$ cat config.mk
export PLATFORM = sky130hd
export DESIGN_NAME = fifo_rd_adapter
export DESIGN_NICKNAME = d
export VERILOG_FILES = /design/src/rtl/fifo_rd_pkg.sv /design/src/rtl/fifo_rd_buf.sv /design/src/rtl/fifo_rd_adapter.sv
export SDC_FILE = /design/constraint.sdc
export NUM_CORES = 1
export LEC_CHECK = 0
export CELL_PAD_IN_SITES_DETAIL_PLACEMENT = 0
export CELL_PAD_IN_SITES_GLOBAL_PLACEMENT = 1
export CORE_ASPECT_RATIO = 1.5
export CORE_MARGIN = 4
export CORE_UTILIZATION = 42
export CTS_BUF_LIST = sky130_fd_sc_hd__clkbuf_8
export DETAILED_ROUTE_END_ITERATION = 10
export PLACE_DENSITY = 0.79
export REMOVE_ABC_BUFFERS = 1
export SYNTH_ARGS = -nofsm -noshare
export SYNTH_HDL_FRONTEND = slang
export SYNTH_SLANG_ARGS = --single-unit
$ cat constraint.sdc
create_clock -name clk -period 1.9 [get_ports clk]
set_input_delay 0.38 -clock clk [delete_from_list [all_inputs] [get_ports clk]]
set_output_delay 0.38 -clock clk [all_outputs]
set_load 0.02 [all_outputs]
$ cat src/rtl/fifo_rd_pkg.sv
// Shared sizing for the sync_fifo read adapter: output buffer depth, pointer
// width, the issue threshold and the circular pointer increment.
package fifo_rd_pkg;

    localparam int BUF_DEPTH = 3;
    localparam int PTR_WID   = 2;

    // Highest buf_cnt + inflight that still allows a new read to be issued.
    localparam logic [PTR_WID:0] ISSUE_MAX = (PTR_WID+1)'(BUF_DEPTH - 1);

    function automatic logic [PTR_WID-1:0] ptr_inc(input logic [PTR_WID-1:0] p);
        return (p == PTR_WID'(BUF_DEPTH - 1)) ? '0 : p + 1'b1;
    endfunction

endpackage

$ cat src/rtl/fifo_rd_buf.sv
// Three-entry circular output buffer: push from the FIFO response, pop on a
// valid/ready handshake, with an occupancy count.
module fifo_rd_buf
    import fifo_rd_pkg::*;
#(
    parameter int BITWID = 5
) (
    input  logic               clk,
    input  logic               rst_n,
    input  logic               i_push,
    input  logic [BITWID-1:0]  i_data,
    input  logic               i_ready,
    output logic               o_valid,
    output logic [BITWID-1:0]  o_data,
    output logic               o_pop,
    output logic [PTR_WID-1:0] o_cnt
);

    logic [BITWID-1:0]  r_mem [BUF_DEPTH];
    logic [PTR_WID-1:0] r_wptr;
    logic [PTR_WID-1:0] r_rptr;
    logic [PTR_WID-1:0] r_cnt;
    logic               w_pop;

    assign o_valid = (r_cnt != '0);
    assign o_data  = r_mem[r_rptr];
    assign w_pop   = o_valid & i_ready;
    assign o_pop   = w_pop;
    assign o_cnt   = r_cnt;

    // Storage is cleared too so that the stream word reads as zero out of reset.
    always_ff @(posedge clk or negedge rst_n) begin
        if (!rst_n) begin
            for (int i = 0; i < BUF_DEPTH; i++) begin
                r_mem[i] <= '0;
            end
            r_wptr <= '0;
            r_rptr <= '0;
            r_cnt  <= '0;
        end else begin
            if (i_push) begin
                r_mem[r_wptr] <= i_data;
                r_wptr        <= ptr_inc(r_wptr);
            end
            if (w_pop) begin
                r_rptr <= ptr_inc(r_rptr);
            end
            case ({i_push, w_pop})
                2'b10:   r_cnt <= r_cnt + 1'b1;
                2'b01:   r_cnt <= r_cnt - 1'b1;
                default: r_cnt <= r_cnt;
            endcase
        end
    end

endmodule

$ cat src/rtl/fifo_rd_adapter.sv
// Drains sync_fifo's one-cycle-latency read port into a valid/ready stream,
// tracking the outstanding read, response errors and delivered-word count.
module fifo_rd_adapter
    import fifo_rd_pkg::*;
#(
    parameter int BITWID = 5,
    parameter int CNTWID = 16
) (
    input  logic               clk,
    input  logic               rst_n,
    input  logic               en,
    input  logic               fifo_empty,
    output logic               fifo_rd_en,
    input  logic [BITWID-1:0]  fifo_rd_data,
    input  logic               fifo_rd_data_vld,
    output logic               m_valid,
    input  logic               m_ready,
    output logic [BITWID-1:0]  m_data,
    output logic [PTR_WID-1:0] buf_cnt,
    output logic [CNTWID-1:0]  rd_cnt,
    output logic               err_unexp
);

    logic              r_inflight;
    logic              r_err;
    logic [CNTWID-1:0] r_rd_cnt;
    logic              w_push;
    logic              w_pop;
    logic [PTR_WID:0]  w_level;

    // Issue never looks at m_ready; the level check alone keeps the buffer from
    // overflowing, and rst_n holds the read strobe low while reset is asserted.
    assign w_level    = {1'b0, buf_cnt} + {{PTR_WID{1'b0}}, r_inflight};
    assign fifo_rd_en = rst_n & en & ~fifo_empty & (w_level <= ISSUE_MAX);
    assign w_push     = r_inflight & fifo_rd_data_vld;
    assign rd_cnt     = r_rd_cnt;
    assign err_unexp  = r_err;

    fifo_rd_buf #(
        .BITWID (BITWID)
    ) u_buf (
        .clk     (clk),
        .rst_n   (rst_n),
        .i_push  (w_push),
        .i_data  (fifo_rd_data),
        .i_ready (m_ready),
        .o_valid (m_valid),
        .o_data  (m_data),
        .o_pop   (w_pop),
        .o_cnt   (buf_cnt)
    );

    always_ff @(posedge clk or negedge rst_n) begin
        if (!rst_n) begin
            r_inflight <= 1'b0;
            r_err      <= 1'b0;
            r_rd_cnt   <= '0;
        end else begin
            r_inflight <= fifo_rd_en;
            if (r_inflight != fifo_rd_data_vld) begin
                r_err <= 1'b1;
            end
            if (w_pop) begin
                r_rd_cnt <= r_rd_cnt + 1'b1;
            end
        end
    end

endmodule

# Yosys cells after proc, flatten, opt, wreduce, memory -nomap -nowiden
# Index checks and enable logic that the tools add are counted.
[totals]
ff_bits = 39
latchBits = 0
mem_bits_rw = 0
mem_bits_ro = 0
input_bits = 11
output_inout_bits = 26
elab_cells = 44
n_memories = 0
[classes]
addsub = 6
n_mul = 0
div_mod_pow = 0
magnitude_cmp = 4
eq_ne = 5
shift = 0
n_mux = 9
bitwise = 8
reduce_logical = 3
[op_table]
columns = ["op", "count"]
rows = [
  ["$add 16x1->16 const B", 1],
  ["$bwmux 15", 1],
  ["$mux 5", 3],
  ["$bmux 5 s2", 1],
  ["$demux 5 s2", 1],
  ["$add 2x1->2 const B", 3],
  ["$eq 2x2->1 const B", 3],
  ["$ge 3x3->1 const B", 2],
  ["$not 2->3", 2],
  ["$and 1x1->1", 5],
  ["$mux 2", 2],
  ["$pmux 2 s2", 1],
  ["$reduce_bool 2->1", 2],
  ["$add 2x1->3", 1],
  ["$le 3x2->1 const B", 1],
  ["$lt 3x1->1 const B", 1],
  ["$eq 2x1->1 const B", 1],
  ["$sub 2x1->2 const B", 1],
  ["$logic_and 1x1->1", 1],
  ["$ne 1x1->1", 1],
  ["$not 1->1", 1],
]

# Logic depth before layout (Yosys ltp)
[logic_depth]
word_depth = 6
depth_mapped = 6
ltp_nobuf = 6

# Modules after synthesis
# A second synthesis with hierarchy kept.
[unflattened]
hier_cells = 145
hier_area_um2 = 1803.0
[by_module_without_submodules]
columns = ["mod", "n_inst", "cells_each", "area_per_inst_um2", "seq_area_each_um2"]
rows = [
  ["fifo_rd_buf", 1, 74, 948.4, 525.5],
  ["fifo_rd_adapter", 1, 71, 854.6, 450.4],
]

# Worst setup path before layout
# No wires, ideal clock.
[synth_path]
path_type = "register to output"
start = "register u_buf.r_cnt[0] (netlist: u_buf.o_cnt[0])"
end = "output fifo_rd_en"
arrival_ns = 1.666
required_time_ns = 1.520
setup_slack_ns = -0.146
path_stages_with_launch = 6
path_buffers = 0
path_cell_list = "dfrtp_1 ha_1 inv_1 ha_1 a21oi_1 nor3_1"
[synth_between]
elab_chain_len = 3
[synth_rtl]
columns = ["element", "line", "source"]
rows = [
  ["start: declaration", "fifo_rd_buf.sv:22", "logic [PTR_WID-1:0] r_cnt;"],
  ["start signal: assignment", "fifo_rd_buf.sv:49", "2'b10: r_cnt <= r_cnt + 1'b1;"],
  ["start signal: assignment", "fifo_rd_buf.sv:50", "2'b01: r_cnt <= r_cnt - 1'b1;"],
  ["start signal: assignment", "fifo_rd_buf.sv:51", "default: r_cnt <= r_cnt;"],
  ["$add 2x1->3", "fifo_rd_adapter.sv:33", "assign w_level = {1'b0, buf_cnt} + {{PTR_WID{1'b0}}, r_inflight};"],
  ["$le 3x2->1", "fifo_rd_adapter.sv:34", "assign fifo_rd_en = rst_n & en & ~fifo_empty & (w_level <= ISSUE_MAX);"],
  ["$and 1x1->1", "fifo_rd_adapter.sv:34", ""],
  ["end: declaration", "fifo_rd_adapter.sv:13", "output logic fifo_rd_en,"],
]
# No other way between the ends.

# Final worst setup path
[layout_path]
start = "register r_inflight"
end = "output fifo_rd_en"
[layout_between]
elab_chain_len = 3
[layout_rtl]
columns = ["element", "line", "source"]
rows = [
  ["start: declaration", "fifo_rd_adapter.sv:24", "logic r_inflight;"],
  ["start signal: assignment", "fifo_rd_adapter.sv:59", "r_inflight <= fifo_rd_en;"],
  ["$add 2x1->3", "fifo_rd_adapter.sv:33", ""],
  ["$le 3x2->1", "fifo_rd_adapter.sv:34", ""],
  ["$and 1x1->1", "fifo_rd_adapter.sv:34", ""],
]
# No other way between the ends.

==> out/metrics.csv <==
stage;metric;value;unit
critical_path;cp_common_cell;ha_4;
critical_path;critPathBufInv;2;
cts;clock_path_buffers;2;
power_and_ir_drop;p_int;0.002165;W
floorplan;die_x;61.39;um
drt;vias_per_cell;5.024;
power_and_ir_drop;clkPwrFrac;20.3;%
drt;num_vias;1256;
synthesis;syn_avg_cell_area;12.13;um2
synthesis;seq_area_frac_synth;54.36;%
timing;tns;-0.03542;ns
global_routing;grt_pass1_vias;1406;
finish;final_cell_mix;dfrtp_1 (38), clkdlybuf4s50_1 (27), nand2_1 (19);
floorplan;core-area;0.004029;mm2
finish;mostFrequentLayoutCell;dfrtp_1;
finish;diodes;0;
critical_path;reg2reg_from;u_buf.o_cnt[0]$_DFFE_PN0P_;
place;dpl.hpwl;2717;um
floorplan;ioPinCount;37;
place;port_buffers;36;
drt;drt-initial-drc-count;30;
cts;cts_root_buffer;clkbuf_8;
run;cap_viol_max_count;0;
timing;hold_viol;0;
global_routing;grt.total_usage;15.71;%
drt;drcViolationCount;0;
power_and_ir_drop;total_leakage_power;1.111;nW
critical_path;cpPeakStageDelay;0.40;ns
power_and_ir_drop;vdd.ir_drop.worst;0.8824;mV
floorplan;num_rows;28;
place;globalplace.congestion;0.7806;
synthesis;synth-seq-cells;39;
critical_path;worstPathArrival;1.56;ns
power_and_ir_drop;swShare;35.01;%
floorplan;die_area;0.005406;mm2
floorplan;die_y;88.08;um
cts;clock_latency;0.28;ns
floorplan;start_util;44.57;%
global_routing;grt_overflow;0;
drt;routed_wirelength;3602;um
power_and_ir_drop;switching_power;0.001167;W
critical_path;path_max_fanout;2;
timing;hold_ws;0.1698;ns
synthesis;synth.top_cell.area_share;54.36;%
synthesis;synth_area_leader_cell;dfrtp_1;
timing;setup_viol;1;
critical_path;reg2reg_depth;6;
finish;drive_gt1_share;28.78;%
timing;maxSlewHeadroom;66.97;%
timing;fmax;516.7;MHz
synthesis;yosys_warnings;0;
critical_path;r2r_end;u_buf.o_cnt[1]$_DFFE_PN0P_;
critical_path;critPathLaunchType;register;
power_and_ir_drop;power;0.003332;W
critical_path;path_delay_family;adder cells;
timing;clock_skew;0.004028;ns
critical_path;cp_slowest_cell;dfrtp_1;
status;status;finished with violations;
timing;report.final.slew_viol_count;0;
cts;cts.clk_slew.worst_paths;0.08;ns
timing;tightest_slew;0.4955;ns
synthesis;synth_area_leaders;dfrtp_1 (54%), mux2_2 (8.2%), xnor2_1 (7.8%);
finish;nets;221;
critical_path;end_kind;output port;
cts;cts_max_level;2;
cts;cts_tree;done;
finish;fill_cells;337;
synthesis;ys_types;28;
timing;min_period;1.935;ns
timing;fin_ws;-0.03542;ns
finish;syn_to_final_growth;36.65;%
critical_path;crit_type;reg -> out;
power_and_ir_drop;powerDensity;1358;mW/mm2
global_routing;grt_max_degree;40;
critical_path;cp.required;1.52;ns
finish;fin_util;60.90;%
cts;cts_inserted_buffers;5;
power_and_ir_drop;power.share.sequential;39.1;%
global_routing;grt_pass1_wl;6396;um
drt;wl_per_cell;14.41;um
drt;drtPass1Iterations;4;
critical_path;path_cells;ha_4 -> inv_2 -> ha_4 -> a21oi_2 -> nor3_2 -> buf_4;
power_and_ir_drop;power_frac_comb;40.5;%
drt;ant_nets;0;
critical_path;reg2reg_slack;0.21;ns
status;violations;setup timing;
global_routing;grt_antenna_before_repair;0;
timing;rsz0062_at_grt;yes;
worst_hold_path;hp-class;in -> async;
synthesis;syn_area;0.001795;mm2
cts;clock_sinks;39;
timing;period_share;101.9;%
synthesis;synthCells;148;
cells in the mapped netlist:
library cell   n
ha_1           6
nand2_1       19
nand4_4        1
nor3_2         1
nor2b_1        1
nand3_1        4
inv_1          6
mux2_2        13
nand4_1        4
nor4_2         1
dfrtp_1       39
nor3_1         1
xor2_1         2
a21oi_1        1
nor4_4         1
o21ai_0        6
clkbuf_1       2
o21ai_4        1
and4_1         1
or3_1          1
mux2i_1        5
or2_2          2
a21o_1         1
mux2_1         3
xnor2_1       16
or2_4          1
nor2_1         7
and3_1         2
cell families (layout without fill, tap and decap cells):
group | Yosys count | after routing | share of synthesized area, %
buffers and inverters | 8 | 65 | 1.673
and+or+nand+nor | 47 | 47 | 14.91
DFF | 39 | 39 | 54.36
AOI/OAI and AO/OA | 9 | 9 | 3.275
xor gates and xnor gates | 18 | 18 | 8.780
adders and majority gates | 6 | 6 | 4.181
muxes | 21 | 21 | 12.82
per-stage QoR:
| stage | instance area (um2) | cells | setup slack (ns) |
|---|---|---|---|
| floorplan | 1788 | 146 | -0.1460 |
| global placement | 2305 | 241 | -0.2279 |
| detailed placement | 2305 | 241 | -0.2716 |
| CTS | 2407 | 249 | -0.08664 |
| global route | 2454 | 250 | -0.09685 |
| finish | 2454 | 250 | -0.03542 |
registers in the layout (all words and copies together) (netlist names):
register	count
rd_cnt	16
u_buf.r_mem	15
u_buf.o_cnt	2
u_buf.r_rptr	2
u_buf.r_wptr	2
err_unexp	1
r_inflight	1
final cells by class:
class	instances	area (um2)	area share (%)
Clock buffer	5	68.82	2.805
Clock inverter	3	43.79	1.785
Inverter	6	22.52	0.9179
Multi-Input combinational cell	101	843.3	34.37
Sequential cell	39	977.2	39.83
Tap cell	45	56.30	2.295
Timing Repair Buffer	51	441.7	18.00
routing by layer:
metal	up-vias	track usage [%]	part of all wire [%]	wire length, um
li1	614	-	-	-
met1	614	19.21	41	1492
met2	26	26.97	53	1910
met3	2	3.687	4.9	175
met4	0	4.633	0.64	23
met5	-	0	0	0
what timing repair did:
item	CTS	global route
hold buffers	0	0
resized for setup	12	27
pin swaps	1	5
setup buffers	0	1
endpoints found under the setup margin	7	6
power by group through the flow:
stage	Clock, W	Combinational, W	Sequential, W
final	0.000677	0.00135	0.00130
after global placement	0	0.00133	0.00128
after detailed placement	0	0.00137	0.00130
after floorplan	0	0.000607	0.00141
after global routing	0.000747	0.00150	0.00135
after CTS	0.000707	0.00131	0.00129
worst max-delay path by stage:
stage | start | to | slack [ns] | cells past startpoint
2_1_floorplan | u_buf.o_cnt[0]$_DFFE_PN0P_ | fifo_rd_en | -0.15 | 5
3_3_place_gp | u_buf.o_cnt[0]$_DFFE_PN0P_ | fifo_rd_en | -0.23 | 6
3_5_place_dp | u_buf.o_cnt[0]$_DFFE_PN0P_ | fifo_rd_en | -0.27 | 6
4_1_cts | u_buf.o_cnt[0]$_DFFE_PN0P_ | fifo_rd_en | -0.09 | 6
5_1_grt | r_inflight$_DFF_PN0_ | fifo_rd_en | -0.1 | 6
6_report | r_inflight$_DFF_PN0_ | fifo_rd_en | -0.04 | 6
Note: power is estimated with default switching activity, not from simulation.
==> RTL change: new RTL, config.mk and constraints unchanged <==
Reset style: synchronous (`rst_n`), changed in 2 clocked blocks.
--- a/src/rtl/fifo_rd_buf.sv
+++ b/src/rtl/fifo_rd_buf.sv
@@ -31,3 +31,3 @@
     // Storage is cleared too so that the stream word reads as zero out of reset.
-    always_ff @(posedge clk or negedge rst_n) begin
+    always_ff @(posedge clk) begin
         if (!rst_n) begin
--- a/src/rtl/fifo_rd_adapter.sv
+++ b/src/rtl/fifo_rd_adapter.sv
@@ -52,3 +52,3 @@
 
-    always_ff @(posedge clk or negedge rst_n) begin
+    always_ff @(posedge clk) begin
         if (!rst_n) begin
Behaviour: differs if rst_n is asserted again (counterexample within 4 cycles, from zero or initial values and one cycle with rst_n low); with rst_n held inactive, the same outputs for 10 cycles.
==> RTL change against the unedited design <==
- final area rose by 7.4%
- critical path depth did not move
- sequential cell count up 7
- area after synthesis grew 11%
- cell count grew 20%
- non-clock buffer count is 2 higher
- routed wire length is 16% higher
- setup slack improved by 0.050 ns
- highest routed layer unchanged
Power is not compared: it rests on default switching activity, and its combinational part moved more than twofold at a synthesized area within 25%.
==> RTL change: results (changes against the unedited design) <==
| Metric | Value |
|---|---|
| Final nets | `251 (+14%)` |
| Area contributors post-synth | `edfxtp_1 30%, dfxtp_1 26%, mux4_2 5.6%, and2_1 4.7%, ha_1 3.8%` |
| DR WL met3 | `121 um (-31%)` |
| HPWL after detailed placement | `3.30 mm (+21%)` |
| Met2 routed WL | `2.42 mm (+27%)` |
| Post-synthesis mux area share | `6.14% (-6.7 points)` |
| Worst EP arrival | `1.51 ns (-0.05 ns)` |
| Synth Area in XOR/XNOR | `4.83% (-4.0 points)` |
| Post-synth EDFFs | `20 (+20)` |
| Outcome | `finished clean` |
| Met3 Use GR | `3.76% (+0.075 points)` |
| Layout cells sized above 1 | `19.1% (-9.6 points)` |
| WHS | `0.471 ns (+0.301 ns)` |
| Ys async rst share | `0% (-100 points)` |
| First-pass GRT wire length | `7.36 mm (+15%)` |
| Routed via count | `1485 (+18%)` |
| Max FFs per register | `20 (+4)` |
| Vias in the first global route | `1607 (+14%)` |
| Worst-Margin Slew | `0.351 ns (-0.145 ns)` |
| 1st-iter DRT viols | `57 (+90%)` |
| Crit-path max FO | `2 (unchanged)` |
| Grt met2 use | `30.7% (+3.7 points)` |
| Placed cell area | `0.00255 mm2 (+11%)` |
| Per-cell routed wire length | `13.9 um (-3.2%)` |
| Cells on worst reg2reg path | `5 (-1)` |
| Metal-1 WL | `1.59 mm (+6.4%)` |
| Tmin final | `1.89 ns (-0.0498 ns)` |
| Cell variety after synth | `32 (+14%)` |
| Post-synth top cells | `26 x dfxtp_1, 20 x edfxtp_1, 18 x nor2_1, 15 x and2_1, 12 x a21oi_1` |
| Synth Area in Adders | `3.76% (-0.42 points)` |
| Post-Place Worst Slack | `-0.224 ns (+0.0478 ns)` |
| Largest net degree at the start of global routing | `23 (-43%)` |
| Global Route Usage Sum | `15.9% (+0.21 points)` |
| RD Place Congestion | `0.765 (-1.9%)` |
| Layout Skew | `0.00493 ns (+0.000900 ns)` |
| # fillers | `427 (+27%)` |
| M1 GR Usage | `16.0% (-3.2 points)` |
## RTL change: changes by cell type after synthesis, moves of 9 or more
cell      before  now
dfxtp_1        0   26
a21oi_1        1   12
nor2_1         7   18
nand2_1       19   10
edfxtp_1       0   20
and2_1         0   15
dfrtp_1       39    0
mux2_2        13    0
xnor2_1       16    4
## RTL change: worst paths after layout
| check | startpoint | end |
|---|---|---|
| worst max-delay path | u_buf.o_cnt[0] | fifo_rd_en |
| worst min register to register | rd_cnt[15] | rd_cnt[15] |
| worst max register to register | rd_cnt[1] | rd_cnt[14] |
| worst min-delay path | rd_cnt[15] | rd_cnt[15] |
## RTL change: final cells by class
class | instances | area (um2) | area share [%]
tap | 64 | 80.1 | 3.04
inverter | 8 | 30.0 | 1.14
timing repair buffer | 53 | 469 | 17.8
multi-input combinational | 120 | 850 | 32.2
clock inverter | 3 | 12.5 | 0.475
clock buffer | 5 | 68.8 | 2.61
sequential | 46 | 1120 | 42.7
## RTL change: worst max-delay path: stages, from the launching register on
cell and delay, ns:
dfxtp_2 0.35, ha_4 0.13, inv_1 0.06, ha_4 0.26
a21oi_2 0.05, nor3_1 0.17, buf_2 0.19
## RTL change: stage by stage
step / std cells / power [uW]
2_1_floorplan: 174 / 1190
3_3_place_gp: 291 / 1310
3_5_place_dp: 291 / 1320
4_1_cts: 299 / 1850
5_1_grt: 299 / 1930
6_report: 299 / 1840
## RTL change: report_power, final
group	switching, uW	internal, uW	leakage [uW]	total, uW
clock network	302	248	0.0000468	550
logic	107	110	0.000513	218
registers	16.6	1060	0.000412	1070
total	426	1410	0.000971	1840
## RTL change: repair_timing
| item | 4_1_cts | 5_1_grt |
|---|---|---|
| endpoints found under the setup margin | 7 | 2 |
| pin swaps | 1 | 1 |
| gates resized for setup | 26 | 8 |
